==> src/rtl/ov7670_pkg.sv <==
// Shared encodings for the OV7670 sensor emulator: pattern modes, RGB565
// bar colours and the frame FSM states.
package ov7670_pkg;

  typedef enum logic [1:0] {
    MODE_BARS  = 2'd0,
    MODE_RAMP  = 2'd1,
    MODE_SOLID = 2'd2,
    MODE_RSVD  = 2'd3
  } mode_e;

  localparam logic [15:0] C_WHITE   = 16'hFFFF;
  localparam logic [15:0] C_YELLOW  = 16'hFFE0;
  localparam logic [15:0] C_CYAN    = 16'h07FF;
  localparam logic [15:0] C_GREEN   = 16'h07E0;
  localparam logic [15:0] C_MAGENTA = 16'hF81F;
  localparam logic [15:0] C_RED     = 16'hF800;
  localparam logic [15:0] C_BLUE    = 16'h001F;
  localparam logic [15:0] C_BLACK   = 16'h0000;

  typedef enum logic [2:0] {
    ST_IDLE,
    ST_VSYNC,
    ST_VBACK,
    ST_ACTIVE,
    ST_VFRONT
  } state_e;

  function automatic int max2(input int a, input int b);
    return (a > b) ? a : b;
  endfunction

endpackage

==> src/rtl/ov7670_if.sv <==
// Camera pixel bus: control inputs (enable/mode) plus the sensor-side outputs.
interface ov7670_if;
  logic        enable;
  logic [1:0]  mode;
  logic        vsync;
  logic        href;
  logic [7:0]  d;
  logic        busy;
  logic        frame_done;
  logic [15:0] frame_count;

  // master = the emulated sensor
  modport master (
    input  enable, mode,
    output vsync, href, d, busy, frame_done, frame_count
  );

  // slave = whoever controls the emulator and consumes its pixel stream
  modport slave (
    output enable, mode,
    input  vsync, href, d, busy, frame_done, frame_count
  );
endinterface

==> src/rtl/ov7670_pixel_pattern.sv <==
// Combinational test-pattern source: RGB565 pixel for column x in the
// latched mode. Reserved mode falls back to colour bars.
module ov7670_pixel_pattern
  import ov7670_pkg::*;
#(
  parameter int          H_ACTIVE    = 640,
  parameter int          XW          = 10,
  parameter logic [15:0] SOLID_COLOR = 16'hF800
) (
  input  logic [XW-1:0] x,
  input  mode_e         mode,
  output logic [15:0]   pix
);

  // eight equal-width bars across the active line
  logic [2:0] bar;
  assign bar = 3'((32'(x) * 32'd8) / 32'(H_ACTIVE));

  // pattern select
  always_comb begin
    pix = C_BLACK;
    case (mode)
      MODE_RAMP:  pix = 16'(x);
      MODE_SOLID: pix = SOLID_COLOR;
      default: begin
        case (bar)
          3'd0: pix = C_WHITE;
          3'd1: pix = C_YELLOW;
          3'd2: pix = C_CYAN;
          3'd3: pix = C_GREEN;
          3'd4: pix = C_MAGENTA;
          3'd5: pix = C_RED;
          3'd6: pix = C_BLUE;
          default: pix = C_BLACK;
        endcase
      end
    endcase
  end

endmodule

==> src/rtl/ov7670_pattern_gen.sv <==
// OV7670 sensor emulator: produces VSYNC/HREF/byte data with camera frame
// timing. Next-cycle state is computed combinationally and every output is
// registered from it, so outputs line up exactly with the state they describe.
module ov7670_pattern_gen
  import ov7670_pkg::*;
#(
  parameter int          H_ACTIVE    = 640,
  parameter int          V_ACTIVE    = 480,
  parameter int          H_BLANK     = 144,
  parameter int          VSYNC_LINES = 3,
  parameter int          V_BACK      = 17,
  parameter int          V_FRONT     = 10,
  parameter logic [15:0] SOLID_COLOR = 16'hF800
) (
  input  logic     clk_24,
  input  logic     reset_n,
  ov7670_if.master cam
);

  localparam int L      = 2*H_ACTIVE + H_BLANK;
  localparam int COL_W  = (L > 1) ? $clog2(L) : 1;
  localparam int MAXL   = max2(max2(VSYNC_LINES, V_BACK), max2(V_ACTIVE, V_FRONT));
  localparam int LINE_W = (MAXL > 1) ? $clog2(MAXL) : 1;
  localparam int XW     = (H_ACTIVE > 1) ? $clog2(H_ACTIVE) : 1;

  localparam logic [COL_W-1:0]  COL_LAST  = COL_W'(L - 1);
  localparam logic [COL_W-1:0]  HREF_END  = COL_W'(2*H_ACTIVE);
  localparam logic [LINE_W-1:0] VF_LAST   = LINE_W'(V_FRONT - 1);

  state_e            state_q, nxt_state;
  logic [COL_W-1:0]  col_q, nxt_col;
  logic [LINE_W-1:0] line_q, nxt_line, line_last;
  mode_e             mode_q, nxt_mode;
  logic [15:0]       frame_cnt;

  logic              href_n, done_n;
  logic [7:0]        d_n;
  logic [15:0]       pix;
  logic [XW-1:0]     x_n;

  // number of line periods in the current phase, minus one
  always_comb begin
    case (state_q)
      ST_VSYNC:  line_last = LINE_W'(VSYNC_LINES - 1);
      ST_VBACK:  line_last = LINE_W'(V_BACK - 1);
      ST_ACTIVE: line_last = LINE_W'(V_ACTIVE - 1);
      default:   line_last = VF_LAST;
    endcase
  end

  // frame sequencing: byte column within a line period, line within a phase
  always_comb begin
    nxt_state = state_q;
    nxt_col   = col_q;
    nxt_line  = line_q;
    nxt_mode  = mode_q;
    if (state_q == ST_IDLE) begin
      nxt_col  = '0;
      nxt_line = '0;
      if (cam.enable) begin
        nxt_state = ST_VSYNC;
        nxt_mode  = mode_e'(cam.mode);
      end
    end else if (col_q != COL_LAST) begin
      nxt_col = col_q + 1'b1;
    end else begin
      nxt_col = '0;
      if (line_q != line_last) begin
        nxt_line = line_q + 1'b1;
      end else begin
        nxt_line = '0;
        case (state_q)
          ST_VSYNC:  nxt_state = ST_VBACK;
          ST_VBACK:  nxt_state = ST_ACTIVE;
          ST_ACTIVE: nxt_state = ST_VFRONT;
          default: begin
            // end of frame: chain straight into the next VSYNC if still enabled
            if (cam.enable) begin
              nxt_state = ST_VSYNC;
              nxt_mode  = mode_e'(cam.mode);
            end else begin
              nxt_state = ST_IDLE;
            end
          end
        endcase
      end
    end
  end

  assign x_n = XW'(nxt_col >> 1);

  ov7670_pixel_pattern #(
    .H_ACTIVE    (H_ACTIVE),
    .XW          (XW),
    .SOLID_COLOR (SOLID_COLOR)
  ) u_pattern (
    .x    (x_n),
    .mode (nxt_mode),
    .pix  (pix)
  );

  // byte phase 0 carries the high byte; data is forced low outside HREF
  always_comb begin
    href_n = (nxt_state == ST_ACTIVE) && (nxt_col < HREF_END);
    d_n    = 8'h00;
    if (href_n) d_n = nxt_col[0] ? pix[7:0] : pix[15:8];
    done_n = (nxt_state == ST_VFRONT) && (nxt_col == COL_LAST) && (nxt_line == VF_LAST);
  end

  // state and registered outputs
  always_ff @(posedge clk_24 or negedge reset_n) begin
    if (!reset_n) begin
      state_q        <= ST_IDLE;
      col_q          <= '0;
      line_q         <= '0;
      mode_q         <= MODE_BARS;
      frame_cnt      <= '0;
      cam.vsync      <= 1'b0;
      cam.href       <= 1'b0;
      cam.d          <= 8'h00;
      cam.busy       <= 1'b0;
      cam.frame_done <= 1'b0;
    end else begin
      state_q        <= nxt_state;
      col_q          <= nxt_col;
      line_q         <= nxt_line;
      mode_q         <= nxt_mode;
      cam.vsync      <= (nxt_state == ST_VSYNC);
      cam.href       <= href_n;
      cam.d          <= d_n;
      cam.busy       <= (nxt_state != ST_IDLE);
      cam.frame_done <= done_n;
      if (done_n) frame_cnt <= frame_cnt + 16'd1;
    end
  end

  assign cam.frame_count = frame_cnt;

endmodule

==> src/flat_wrapper.sv <==
// flat-port wrapper written by rule: the top's interface ports become plain ports
module ov7670_pattern_gen_flat import ov7670_pkg::*;
#(
  parameter int          H_ACTIVE    = 640,
  parameter int          V_ACTIVE    = 480,
  parameter int          H_BLANK     = 144,
  parameter int          VSYNC_LINES = 3,
  parameter int          V_BACK      = 17,
  parameter int          V_FRONT     = 10,
  parameter logic [15:0] SOLID_COLOR = 16'hF800
)
  (clk_24, reset_n, cam_enable, cam_mode, cam_vsync, cam_href, cam_d, cam_busy, cam_frame_done, cam_frame_count);
  ov7670_if cam_i ();
  input  logic clk_24;
  input  logic reset_n;
  input wire logic [$bits(cam_i.enable)-1:0] cam_enable;
  input wire logic [$bits(cam_i.mode)-1:0] cam_mode;
  output wire logic [$bits(cam_i.vsync)-1:0] cam_vsync;
  output wire logic [$bits(cam_i.href)-1:0] cam_href;
  output wire logic [$bits(cam_i.d)-1:0] cam_d;
  output wire logic [$bits(cam_i.busy)-1:0] cam_busy;
  output wire logic [$bits(cam_i.frame_done)-1:0] cam_frame_done;
  output wire logic [$bits(cam_i.frame_count)-1:0] cam_frame_count;
  assign cam_i.enable = cam_enable;
  assign cam_i.mode = cam_mode;
  assign cam_vsync = cam_i.vsync;
  assign cam_href = cam_i.href;
  assign cam_d = cam_i.d;
  assign cam_busy = cam_i.busy;
  assign cam_frame_done = cam_i.frame_done;
  assign cam_frame_count = cam_i.frame_count;
  ov7670_pattern_gen #(.H_ACTIVE(H_ACTIVE), .V_ACTIVE(V_ACTIVE), .H_BLANK(H_BLANK), .VSYNC_LINES(VSYNC_LINES), .V_BACK(V_BACK), .V_FRONT(V_FRONT), .SOLID_COLOR(SOLID_COLOR)) u_core (.clk_24(clk_24), .reset_n(reset_n), .cam(cam_i));
endmodule
==> config.mk <==
export PLATFORM = sky130hd
export DESIGN_NAME = ov7670_pattern_gen_flat
export DESIGN_NICKNAME = d
export VERILOG_FILES = /design/src/rtl/ov7670_pkg.sv /design/src/rtl/ov7670_if.sv /design/src/rtl/ov7670_pixel_pattern.sv /design/src/rtl/ov7670_pattern_gen.sv /design/src/flat_wrapper.sv
export SDC_FILE = /design/constraint.sdc
export NUM_CORES = 1
export LEC_CHECK = 0
export CORE_MARGIN = 2
export CORE_UTILIZATION = 35
export CTS_BUF_LIST = sky130_fd_sc_hd__clkbuf_4
export DETAILED_ROUTE_END_ITERATION = 6
export HOLD_SLACK_MARGIN = 0.12
export PLACE_DENSITY = 0.6
export SLEW_MARGIN = 0
export SYNTH_ARGS = -nofsm -noshare
export SYNTH_HDL_FRONTEND = slang
export SYNTH_HIERARCHICAL = 1
export SYNTH_SLANG_ARGS = --single-unit
==> constraint.sdc <==
create_clock -name clk_24 -period 6 [get_ports clk_24]
set_clock_uncertainty 0.15 [all_clocks]
set_input_delay 0.6 -clock clk_24 [delete_from_list [all_inputs] [get_ports clk_24]]
set_output_delay 0.6 -clock clk_24 [all_outputs]
set_load 0.02 [all_outputs]
==> metrics.txt <==
Area Growth Syn to Fin 11.92%; minimum clock period 4884 ps; CP top delay family simple AND/OR/NAND/NOR gates; Synth Flop Type dfrtp_1; number of fill cells 920; Comb pwr share 27.8%; Final period util 81.41%; cell mode on critical path nand2_1; first-pass GRT wire length 11.96 mm; TritonCTS clock tree yes; switching power 0.0002918 W; htree depth 2; most common cell after layout, fill and taps aside dfrtp_1; worst skew pair latency 380 ps; fmax 204.7 MHz; worst path arrival time 4990 ps; Std-Cell Rows 35; #FFs+latches synth 53; peak supply drop 0.0001136 V; static leakage 1.527 nW; First-pass DRT Iterations 4; Critical R2R Launch u_core/col_q[0]; clock-pin slew on the worst setup and hold paths 160 ps; Worst slew margin 34.79%; Initial Util 35.84%; Critical Path Max Stage Delay between 600 and 700 ps; via count about 2600; fin worst setup slack 1116 ps; Pwr Total 0.0007970 W; Int Power 0.0005052 W; # Post-CTS Setup Buffers 0; Final Net Count 381; Switching Share 36.61%; Port Buffer Count 32; Required @ worst endpoint 6110 ps; sequential share of the synthesized area 40.24%; Syn Area/Cell 9.389 um2; crit path cell chain ha_1 > nand3_1 > o311ai_0 > inv_1 > or2_2 > ha_1 > nor2b_1 > nand2_1 > a311oi_2 > or3b_1 > o211ai_2 > nand2_1 > nand2_1 > a21oi_2; number of synthesized flops with an enable pin 0; Post-DRT Antenna Nets 0; YS warnings 6; multi-input logic area 1764 um2; CP endpoint kind register; Core Util, Final ~40%; CP startpoint kind register; final cell count without fillers 483; RR Endpoint u_core/cam.d[3]; gr usage total 14.55%; I/O Pins 33; clk root buf clkbuf_4; most frequent cells in the layout dfrtp_1, nand2_1, clkdlybuf4s50_1; Bufs and invs on worst path 1; Worst Path Max Fanout 17; CTS Sinks 53; outcome finished clean; Slowest cell on crit path o311ai_0; Die ar. 10210 um2; Clock power frac 21.0%; CP Class reg -> reg; CTS buffer count 5; # DRC 0; vias in the first global route 2468; Final HPWL DP 5.030 mm; Finish-stage setup viols 0; Die Height 101.0 um; initial antenna violation count 1; die width 101.0 um; worst r2r path cells 14; Min-Delay Path Class in -> async; DP Cell Count 474; max-cap violations 0; clock buffer depth 2; Initial DRC Count 138; Pwr Density roughly 220 nW/um2; hold-fix buffers at CTS 0; Synth cell types 71; Reg2Reg Setup Slack 1120 ps; core box area about 9200 um2; pre-CTS WS ~1200 ps; Final Hold Vio Count 0; cell area after synthesis 3296 um2; drt wl/cell 14.39 um; ys async rst share 100.0%; GP Congestion 0.8588; FF+latch area approximately 1300 um2; syn nets 362; vias per inst 5.445; Worst Tran Pin Value 970.9 ps; post-route setup TNS 0 ps; Reg power frac ~51%; Max Slew Vio Count 0; routed wire length between 6 and 7 mm; Resized cells post-CTS 0; Post-Syn Instances 351; layout cells sized above 1 10.51%; largest net degree at the start of global routing 54; total grt overflow 0; unrepaired setup endpoints after global routing no
stage by stage:
step / area (um2) / hold WS (ps)
after floorplan: 3296 / 154.4
after global placement: 3627 / 311.3
after detailed placement: 3627 / 319.9
after CTS: 3686 / 181.8
after global routing: 3689 / 211.3
final: 3689 / 155.0
final cells by class:
cell class / count / share of cell area [%]
repair buffers: 35 / 9.159
diodes: 1 / 0.06784
clock buffers: 5 / 1.018
clock inverters: 3 / 0.5767
well taps: 111 / 3.765
inverters: 16 / 1.628
multi-input cells: 259 / 47.83
flip-flops and latches: 53 / 35.96
power groups by stage:
stage | registers (W) | clock network [W] | logic (W)
global placement | 0.000413 | 0 | 0.000219
floorplan | 0.000401 | 0 | 0.000207
global route | 0.000411 | 0.000192 | 0.000255
finish | 0.000408 | 0.000168 | 0.000222
CTS | 0.000407 | 0.000177 | 0.000222
detailed placement | 0.000413 | 0 | 0.000222
state kept, by name, indices dropped and copies added (netlist names):
register                flops
u_core/line_q               9
u_core/cam.vsync            1
u_core/state_q              3
u_core/mode_q               2
u_core/cam.href             1
u_core/col_q               11
u_core/cam.d                8
u_core/cam.frame_count     16
u_core/cam.frame_done       1
u_core/cam.busy             1
per-layer routing:
metal  global-route usage, %  part of all wire [%]  up-vias
li1                        -                     -     1298
met1                   19.65                    49     1280
met2                   23.69                    46       43
met3                   2.011                   2.8        9
met4                   5.613                   2.4        0
met5                       0                     0        -
synthesized netlist by cell type, types with 6 or more instances:
master	count	share of area, %
dfrtp_1	53	40
xnor2_1	28	7.4
a21oi_2	8	2.1
o21ai_0	17	2.6
and3_1	13	2.5
inv_1	15	1.7
a21oi_1	10	1.5
nand4_1	10	1.9
clkbuf_1	7	0.80
a21o_1	6	1.4
nor3_1	9	1.4
nand3_1	11	1.7
nor2_1	26	3.0
nand2_1	34	3.9
ha_1	6	2.3
logic make-up (layout without fill, tap and decap cells):
| logic type | after synthesis | in the layout | synth area share (%) |
|---|---|---|---|
| AND/OR/NAND/NOR | 143 | 143 | 24.53 |
| AO/OA/AOI/OAI | 75 | 75 | 17.16 |
| flip-flops | 53 | 53 | 40.24 |
| buffers and inverters | 39 | 59 | 6.226 |
| XOR/XNOR | 31 | 31 | 8.239 |
| adder cells (fa/ha/maj) | 6 | 6 | 2.278 |
| multiplexers | 4 | 4 | 1.329 |
| other | 0 | 1 | 0 |
worst max-delay path by stage:
stage                    start         endpoint  slack [ps]  cells past startpoint
3_3_place_gp   u_core/col_q[0]  u_core/cam.d[2]        1330                     14
5_1_grt        u_core/col_q[0]  u_core/cam.d[4]         620                     14
2_1_floorplan  u_core/col_q[4]  u_core/cam.d[0]        1850                     17
3_5_place_dp   u_core/col_q[0]  u_core/cam.d[3]        1200                     14
6_report       u_core/col_q[0]  u_core/cam.d[3]        1120                     14
4_1_cts        u_core/col_q[0]  u_core/cam.d[3]        1170                     14
(Power assumes the default switching activity.)
